File: src/rtl/alu_sequencer_if.sv
// Handshake and ALU-drive bundle for the ALU front-end sequencer.
// The slave modport is the sequencer. The master modport is the requester, consumer and ALU side.
interface alu_sequencer_if #(
  parameter int WIDTH = 16
);
  logic             OP_VALID;
  logic             OP_READY;
  logic [2:0]       OP;
  logic [WIDTH-1:0] OPA;
  logic [WIDTH-1:0] OPB;
  logic [WIDTH-1:0] ALU_A;
  logic [WIDTH-1:0] ALU_B;
  logic [2:0]       ALU_CTRL;
  logic             ALU_BINV;
  logic             ALU_CIN;
  logic [WIDTH-1:0] ALU_REZ;
  logic             ALU_COUT;
  logic             RES_VALID;
  logic             RES_READY;
  logic [WIDTH-1:0] RES;
  logic             FLAG;
  logic             ERR;

  modport slave (
    input  OP_VALID, OP, OPA, OPB, ALU_REZ, ALU_COUT, RES_READY,
    output OP_READY, ALU_A, ALU_B, ALU_CTRL, ALU_BINV, ALU_CIN, RES_VALID, RES, FLAG, ERR
  );

  modport master (
    output OP_VALID, OP, OPA, OPB, ALU_REZ, ALU_COUT, RES_READY,
    input  OP_READY, ALU_A, ALU_B, ALU_CTRL, ALU_BINV, ALU_CIN, RES_VALID, RES, FLAG, ERR
  );
endinterface

File: src/rtl/alu_sequencer.sv
// Single-op front end for the shared ripple ALU.
// Logic and arithmetic ops take one ALU pass. MUL runs a WIDTH-step shift-add loop through the adder.
module alu_sequencer #(
  parameter int WIDTH = 16,
  parameter int CNT_W = 5
) (
  input  logic            Clock,
  input  logic            Reset_n,
  alu_sequencer_if.slave  bus
);
  typedef enum logic [1:0] {IDLE, EXEC, MUL, DONE} state_e;

  localparam logic [2:0] OP_AND = 3'b000, OP_OR  = 3'b001, OP_ADD = 3'b010, OP_SUB = 3'b011,
                         OP_XOR = 3'b100, OP_SLT = 3'b101, OP_MUL = 3'b110;
  localparam logic [2:0] C_AND = 3'b000, C_OR = 3'b001, C_ADD = 3'b010, C_XOR = 3'b011,
                         C_LESS = 3'b101;

  state_e           state_q, state_d;
  logic [2:0]       op_q;
  logic [WIDTH-1:0] a_q, b_q, acc_q, res_q;
  logic [CNT_W-1:0] cnt_q;
  logic             ovf_q, flag_q, err_q;

  logic [WIDTH-1:0] alu_a, alu_b;
  logic [2:0]       alu_ctrl;
  logic             alu_binv, alu_cin, last_iter, ovf_nxt;

  assign last_iter = (cnt_q == CNT_W'(WIDTH-1));
  // a_q/b_q double as multiplicand/multiplier. A 1 leaving the multiplicand matters
  // only if multiplier bits remain that would still add it in.
  assign ovf_nxt = ovf_q | (b_q[0] & bus.ALU_COUT) | (a_q[WIDTH-1] & (|(b_q >> 1)));

  always_ff @(posedge Clock or negedge Reset_n) begin
    if (!Reset_n) state_q <= IDLE;
    else          state_q <= state_d;
  end

  always_comb begin
    state_d  = state_q;
    alu_a    = '0;
    alu_b    = '0;
    alu_ctrl = 3'b000;
    alu_binv = 1'b0;
    alu_cin  = 1'b0;
    case (state_q)
      IDLE: if (bus.OP_VALID) state_d = (bus.OP == OP_MUL) ? MUL : EXEC;
      EXEC: begin
        state_d = DONE;
        if (op_q != 3'b111 && op_q != OP_MUL) begin
          alu_a = a_q;
          alu_b = b_q;
        end
        case (op_q)
          OP_AND: alu_ctrl = C_AND;
          OP_OR:  alu_ctrl = C_OR;
          OP_ADD: alu_ctrl = C_ADD;
          OP_SUB: begin alu_ctrl = C_ADD;  alu_binv = 1'b1; alu_cin = 1'b1; end
          OP_XOR: alu_ctrl = C_XOR;
          OP_SLT: begin alu_ctrl = C_LESS; alu_binv = 1'b1; alu_cin = 1'b1; end
          default: ;
        endcase
      end
      MUL: begin
        alu_a    = acc_q;
        alu_b    = b_q[0] ? a_q : '0;
        alu_ctrl = C_ADD;
        if (last_iter) state_d = DONE;
      end
      DONE: if (bus.RES_READY) state_d = IDLE;
      default: state_d = IDLE;
    endcase
  end

  always_ff @(posedge Clock or negedge Reset_n) begin
    if (!Reset_n) begin
      op_q   <= '0;
      a_q    <= '0;
      b_q    <= '0;
      acc_q  <= '0;
      res_q  <= '0;
      cnt_q  <= '0;
      ovf_q  <= 1'b0;
      flag_q <= 1'b0;
      err_q  <= 1'b0;
    end else begin
      case (state_q)
        IDLE: if (bus.OP_VALID) begin
          op_q  <= bus.OP;
          a_q   <= bus.OPA;
          b_q   <= bus.OPB;
          acc_q <= '0;
          cnt_q <= '0;
          ovf_q <= 1'b0;
        end
        EXEC: begin
          res_q  <= (op_q == 3'b111) ? '0 : bus.ALU_REZ;
          flag_q <= (op_q == OP_ADD || op_q == OP_SUB) & bus.ALU_COUT;
          err_q  <= (op_q == 3'b111);
        end
        MUL: begin
          acc_q <= bus.ALU_REZ;
          a_q   <= a_q << 1;
          b_q   <= b_q >> 1;
          cnt_q <= cnt_q + 1'b1;
          ovf_q <= ovf_nxt;
          if (last_iter) begin
            res_q  <= bus.ALU_REZ;
            flag_q <= ovf_nxt;
            err_q  <= 1'b0;
          end
        end
        default: ;
      endcase
    end
  end

  assign bus.OP_READY  = (state_q == IDLE);
  assign bus.RES_VALID = (state_q == DONE);
  assign bus.RES       = res_q;
  assign bus.FLAG      = flag_q;
  assign bus.ERR       = err_q;
  assign bus.ALU_A     = alu_a;
  assign bus.ALU_B     = alu_b;
  assign bus.ALU_CTRL  = alu_ctrl;
  assign bus.ALU_BINV  = alu_binv;
  assign bus.ALU_CIN   = alu_cin;
endmodule

File: src/flat_wrapper.sv
// flat-port wrapper written by rule: the top's interface ports become plain ports
module alu_sequencer_flat 
#(
  parameter int WIDTH = 16,
  parameter int CNT_W = 5
)
  (Clock, Reset_n, bus_OP_VALID, bus_OP, bus_OPA, bus_OPB, bus_ALU_REZ, bus_ALU_COUT, bus_RES_READY, bus_OP_READY, bus_ALU_A, bus_ALU_B, bus_ALU_CTRL, bus_ALU_BINV, bus_ALU_CIN, bus_RES_VALID, bus_RES, bus_FLAG, bus_ERR);
  alu_sequencer_if #(.WIDTH(WIDTH)) bus_i ();
  input  logic Clock;
  input  logic Reset_n;
  input wire logic [$bits(bus_i.OP_VALID)-1:0] bus_OP_VALID;
  input wire logic [$bits(bus_i.OP)-1:0] bus_OP;
  input wire logic [$bits(bus_i.OPA)-1:0] bus_OPA;
  input wire logic [$bits(bus_i.OPB)-1:0] bus_OPB;
  input wire logic [$bits(bus_i.ALU_REZ)-1:0] bus_ALU_REZ;
  input wire logic [$bits(bus_i.ALU_COUT)-1:0] bus_ALU_COUT;
  input wire logic [$bits(bus_i.RES_READY)-1:0] bus_RES_READY;
  output wire logic [$bits(bus_i.OP_READY)-1:0] bus_OP_READY;
  output wire logic [$bits(bus_i.ALU_A)-1:0] bus_ALU_A;
  output wire logic [$bits(bus_i.ALU_B)-1:0] bus_ALU_B;
  output wire logic [$bits(bus_i.ALU_CTRL)-1:0] bus_ALU_CTRL;
  output wire logic [$bits(bus_i.ALU_BINV)-1:0] bus_ALU_BINV;
  output wire logic [$bits(bus_i.ALU_CIN)-1:0] bus_ALU_CIN;
  output wire logic [$bits(bus_i.RES_VALID)-1:0] bus_RES_VALID;
  output wire logic [$bits(bus_i.RES)-1:0] bus_RES;
  output wire logic [$bits(bus_i.FLAG)-1:0] bus_FLAG;
  output wire logic [$bits(bus_i.ERR)-1:0] bus_ERR;
  assign bus_i.OP_VALID = bus_OP_VALID;
  assign bus_i.OP = bus_OP;
  assign bus_i.OPA = bus_OPA;
  assign bus_i.OPB = bus_OPB;
  assign bus_i.ALU_REZ = bus_ALU_REZ;
  assign bus_i.ALU_COUT = bus_ALU_COUT;
  assign bus_i.RES_READY = bus_RES_READY;
  assign bus_OP_READY = bus_i.OP_READY;
  assign bus_ALU_A = bus_i.ALU_A;
  assign bus_ALU_B = bus_i.ALU_B;
  assign bus_ALU_CTRL = bus_i.ALU_CTRL;
  assign bus_ALU_BINV = bus_i.ALU_BINV;
  assign bus_ALU_CIN = bus_i.ALU_CIN;
  assign bus_RES_VALID = bus_i.RES_VALID;
  assign bus_RES = bus_i.RES;
  assign bus_FLAG = bus_i.FLAG;
  assign bus_ERR = bus_i.ERR;
  alu_sequencer #(.WIDTH(WIDTH), .CNT_W(CNT_W)) u_core (.Clock(Clock), .Reset_n(Reset_n), .bus(bus_i));
endmodule
File: config.mk
export PLATFORM = sky130hd
export DESIGN_NAME = alu_sequencer_flat
export DESIGN_NICKNAME = d
export VERILOG_FILES = /design/src/rtl/alu_sequencer_if.sv /design/src/rtl/alu_sequencer.sv /design/src/flat_wrapper.sv
export SDC_FILE = /design/constraint.sdc
export NUM_CORES = 1
export LEC_CHECK = 0
export CORE_MARGIN = 8
export CORE_UTILIZATION = 50
export DETAILED_ROUTE_END_ITERATION = 6
export GPL_ROUTABILITY_DRIVEN = 0
export PLACE_DENSITY_LB_ADDON = 0.12
export SYNTH_ARGS = -nofsm -noshare
export SYNTH_HDL_FRONTEND = slang
export SYNTH_SLANG_ARGS = --single-unit
File: constraint.sdc
create_clock -name Clock -period 5.3 [get_ports Clock]
set_input_delay 1.06 -clock Clock [delete_from_list [all_inputs] [get_ports Clock]]
set_output_delay 1.06 -clock Clock [all_outputs]
set_load 0.05 [all_outputs]
==> run_results.csv <==
group,metric,value,unit
synth,synth.avg_cell_area,10.9,sq um
sta,layout_setup_ws,0.864,ns
cells_and_area,mostFrequentLayoutCell,"clkdlybuf4s50_1",
cells_and_area,seq_area,0.00193,sq mm
sta,slew_headroom,26.2,%
drt,initialDrtViolationCount,185,
global_route,grt_max_degree,78,
setup_path,required,4.24,ns
setup_path,cp_max_fo,34,
worst_hold_path,worst_hold_path_type,"register to register",
floorplanning,die_area,0.0105,sq mm
cells_and_area,layout-drive-gt1-share,7.14,%
placed_design,numPortBuffers,112,
drt,vias_per_cell,5.80,
power_and_ir_drop,power_density,708,mW/mm^2
clock_network,post_cts.repair.setup_buffers,0,
sta,worst_pin_slew,1.08,ns
placed_design,postPlaceCellArea,0.00490,sq mm
drt,wire_per_inst,19.1,um
drt,postRouteAntennaNets,0,
clock_network,cts_buffers,9,
synth,yosysWarnings,0,
sta,fin_crit,4.44,ns
floorplanning,die_w,103,um
placed_design,dp.final_hpwl,7690,um
drt,first_pass_iters,4,
setup_path,cp.arrival,3.38,ns
sta,fin_setup_tns,0,ns
cells_and_area,area_growth,36.7,%
global_route,grt_usage,20.5,%
sta,hold_viol,0,
global_route,antenna_found_initial,0,
synth,synth_nets,405,
clock_network,clock_sinks,77,
clock_network,cts_tree,"done",
cells_and_area,nets,506,
setup_path,cp_slowest_cell,"clkdlybuf4s50_1",
cells_and_area,multi_input_area,0.00167,sq mm
clock_network,cts_root_buf,"clkbuf_8",
synth,synth_ff_type,"dfrtp_1",
power_and_ir_drop,irDropWorstVdd,332,uV
setup_path,slowest_delay,0.80,ns
cells_and_area,fillers,545,
sta,final.period_utilization,83.7,%
clock_network,cts.path.max_buffers,2,
power_and_ir_drop,p_leak,2.18,nW
setup_path,endpoint_kind,"primary output",
clock_network,cts_resized,0,
synth,synthArstFlopShare,100,%
cells_and_area,instances_no_fill,547,
floorplanning,core_area,0.00725,sq mm
synth,synth_edf_count,0,
sta,max_freq,225,MHz
floorplanning,start_util,51.6,%
floorplanning,placementRows,31,
floorplanning,io_pins,113,
drt,drc,0,
clock_network,h-tree-depth,3,
global_route,grt_pass1_wl,16700,um
placed_design,dp_slack,1.27,ns
synth,postSynthCellCount,342,
global_route,grt_pass1_vias,3191,
placed_design,placedCellCount,531,
drt,vias,3172,
synth,synth_area,0.00374,sq mm
synth,synthDistinctLibCells,35,
sta,finClkSkew,0.00735,ns
cells_and_area,diodes,0,
setup_path,criticalPathCategory,"register to primary output",
job,maxCapViolations,0,
clock_network,path_clk_slew,0.08,ns
clock_network,ctsHoldBuffers,0,
synth,ys_seq_area_share,51.5,%
synth,ys_ff_latch,77,
sta,slew_viol_final,0,
setup_path,startpoint_type,"register",
sta,rsz0062_at_grt,"no",
run_status,status,"completed",
drt,totalWireLength,10400,um
cells_and_area,stdcell_area,0.00512,sq mm
cells_and_area,mostFrequentLayoutCells,"clkdlybuf4s50_1 (111), dfrtp_1 (77), a22o_1 (66)",
clock_network,clk_latency,0.34,ns
setup_path,crit_chain,"inv_1 > ha_2 > buf_4 > and3_1 > a22o_1 > clkdlybuf4s50_1",
global_route,grt_overflow,0,
floorplanning,die_h,103,um
sta,setup_viol,0,
==> per-stage QoR <==
stage	power (W)	util, %	hold WS, ns
after CTS	0.00364	70.6	0.475
after global routing	0.00383	70.6	0.516
after floorplan	0.00251	-	0.440
after global placement	0.00310	67.5	0.451
final	0.00362	70.6	0.472
after detailed placement	0.00314	67.5	0.457
==> state kept, by name (all words and copies together), names as in the netlist <==
signal           cells
u_core.op_q          3
u_core.b_q          16
u_core.cnt_q         5
u_core.ovf_q         1
u_core.a_q          16
u_core.bus.FLAG      1
u_core.acc_q        16
u_core.bus.ERR       1
u_core.bus.RES      16
u_core.state_q       2
==> final cells by class <==
class / count / area share [%]
Sequential cell: 77 / 37.6
Tap cell: 99 / 2.42
Inverter: 10 / 0.733
Clock inverter: 7 / 1.91
Timing Repair Buffer: 115 / 22.3
Clock buffer: 9 / 2.42
Multi-Input combinational cell: 230 / 32.6
==> Yosys cell counts, drive strengths merged, types with 2 or more instances <==
cell,n,share of area (%)
a31oi,2,0.33
mux2i,31,8.4
and3,2,0.33
nor3,3,0.40
a21oi,7,0.94
o21ai,38,5.1
clkbuf,7,0.70
nor2b,3,0.50
buf,18,2.8
inv,10,1.0
nand2,41,4.1
dfrtp,77,51
a22o,66,15
nor4,3,0.50
ha,7,2.3
a41oi,3,0.90
mux2,3,0.90
nor2,4,0.67
a21o,2,0.40
nand2b,4,0.67
o22ai,4,0.67
==> critical path, delay by kind of cell, from the launching register on <==
kind                     cells  cell delay, ns
adder cells (fa/ha/maj)      1            0.28
AND/OR/NAND/NOR              1            0.64
AO/OA/AOI/OAI                1            0.26
buffers and inverters        3            1.43
flip-flops                   1            0.41
==> power breakdown <==
part	total (W)	switching, W	internal, W
Clock	0.000491	0.000223	0.000268
Sequential	0.00111	0.000258	0.000848
Combinational	0.00203	0.00128	0.000745
Total	0.00362	0.00176	0.00186
==> path summary, 6_finish.rpt <==
path,startpoint,end,slack [ns],depth (start not counted)
worst max register to register,u_core.cnt_q[0],u_core.bus.RES[15],2.55,6
min in group asynchronous,Reset_n,u_core.bus.RES[9],0.85,1
worst max-delay path,u_core.state_q[0],bus_ALU_B[15],0.86,6
worst min-delay path,u_core.ovf_q,u_core.ovf_q,0.47,2
worst min register to register,u_core.ovf_q,u_core.ovf_q,0.47,2
max in group asynchronous,Reset_n,u_core.ovf_q,3.83,1
==> layer usage <==
layer  up-vias  share of wire (%)  global-route usage [%]
li1       1479                  -                       -
met1      1548                 45                    27.3
met2       130                 47                    32.3
met3        15                6.5                    3.44
met4         0                1.7                    8.35
met5         -                  0                       0
==> cell families (layout without fill, tap and decap cells) <==
logic type | count (synthesis) | in the layout | share of synthesized area (%)
muxes | 34 | 34 | 9.29
and+or+nand+nor | 63 | 63 | 7.75
AOI/OAI and AO/OA | 126 | 126 | 24.7
DFF | 77 | 77 | 51.5
adders and majority gates | 7 | 7 | 2.34
buffers and inverters | 35 | 141 | 4.51
Note: power is estimated with default switching activity, not from simulation.
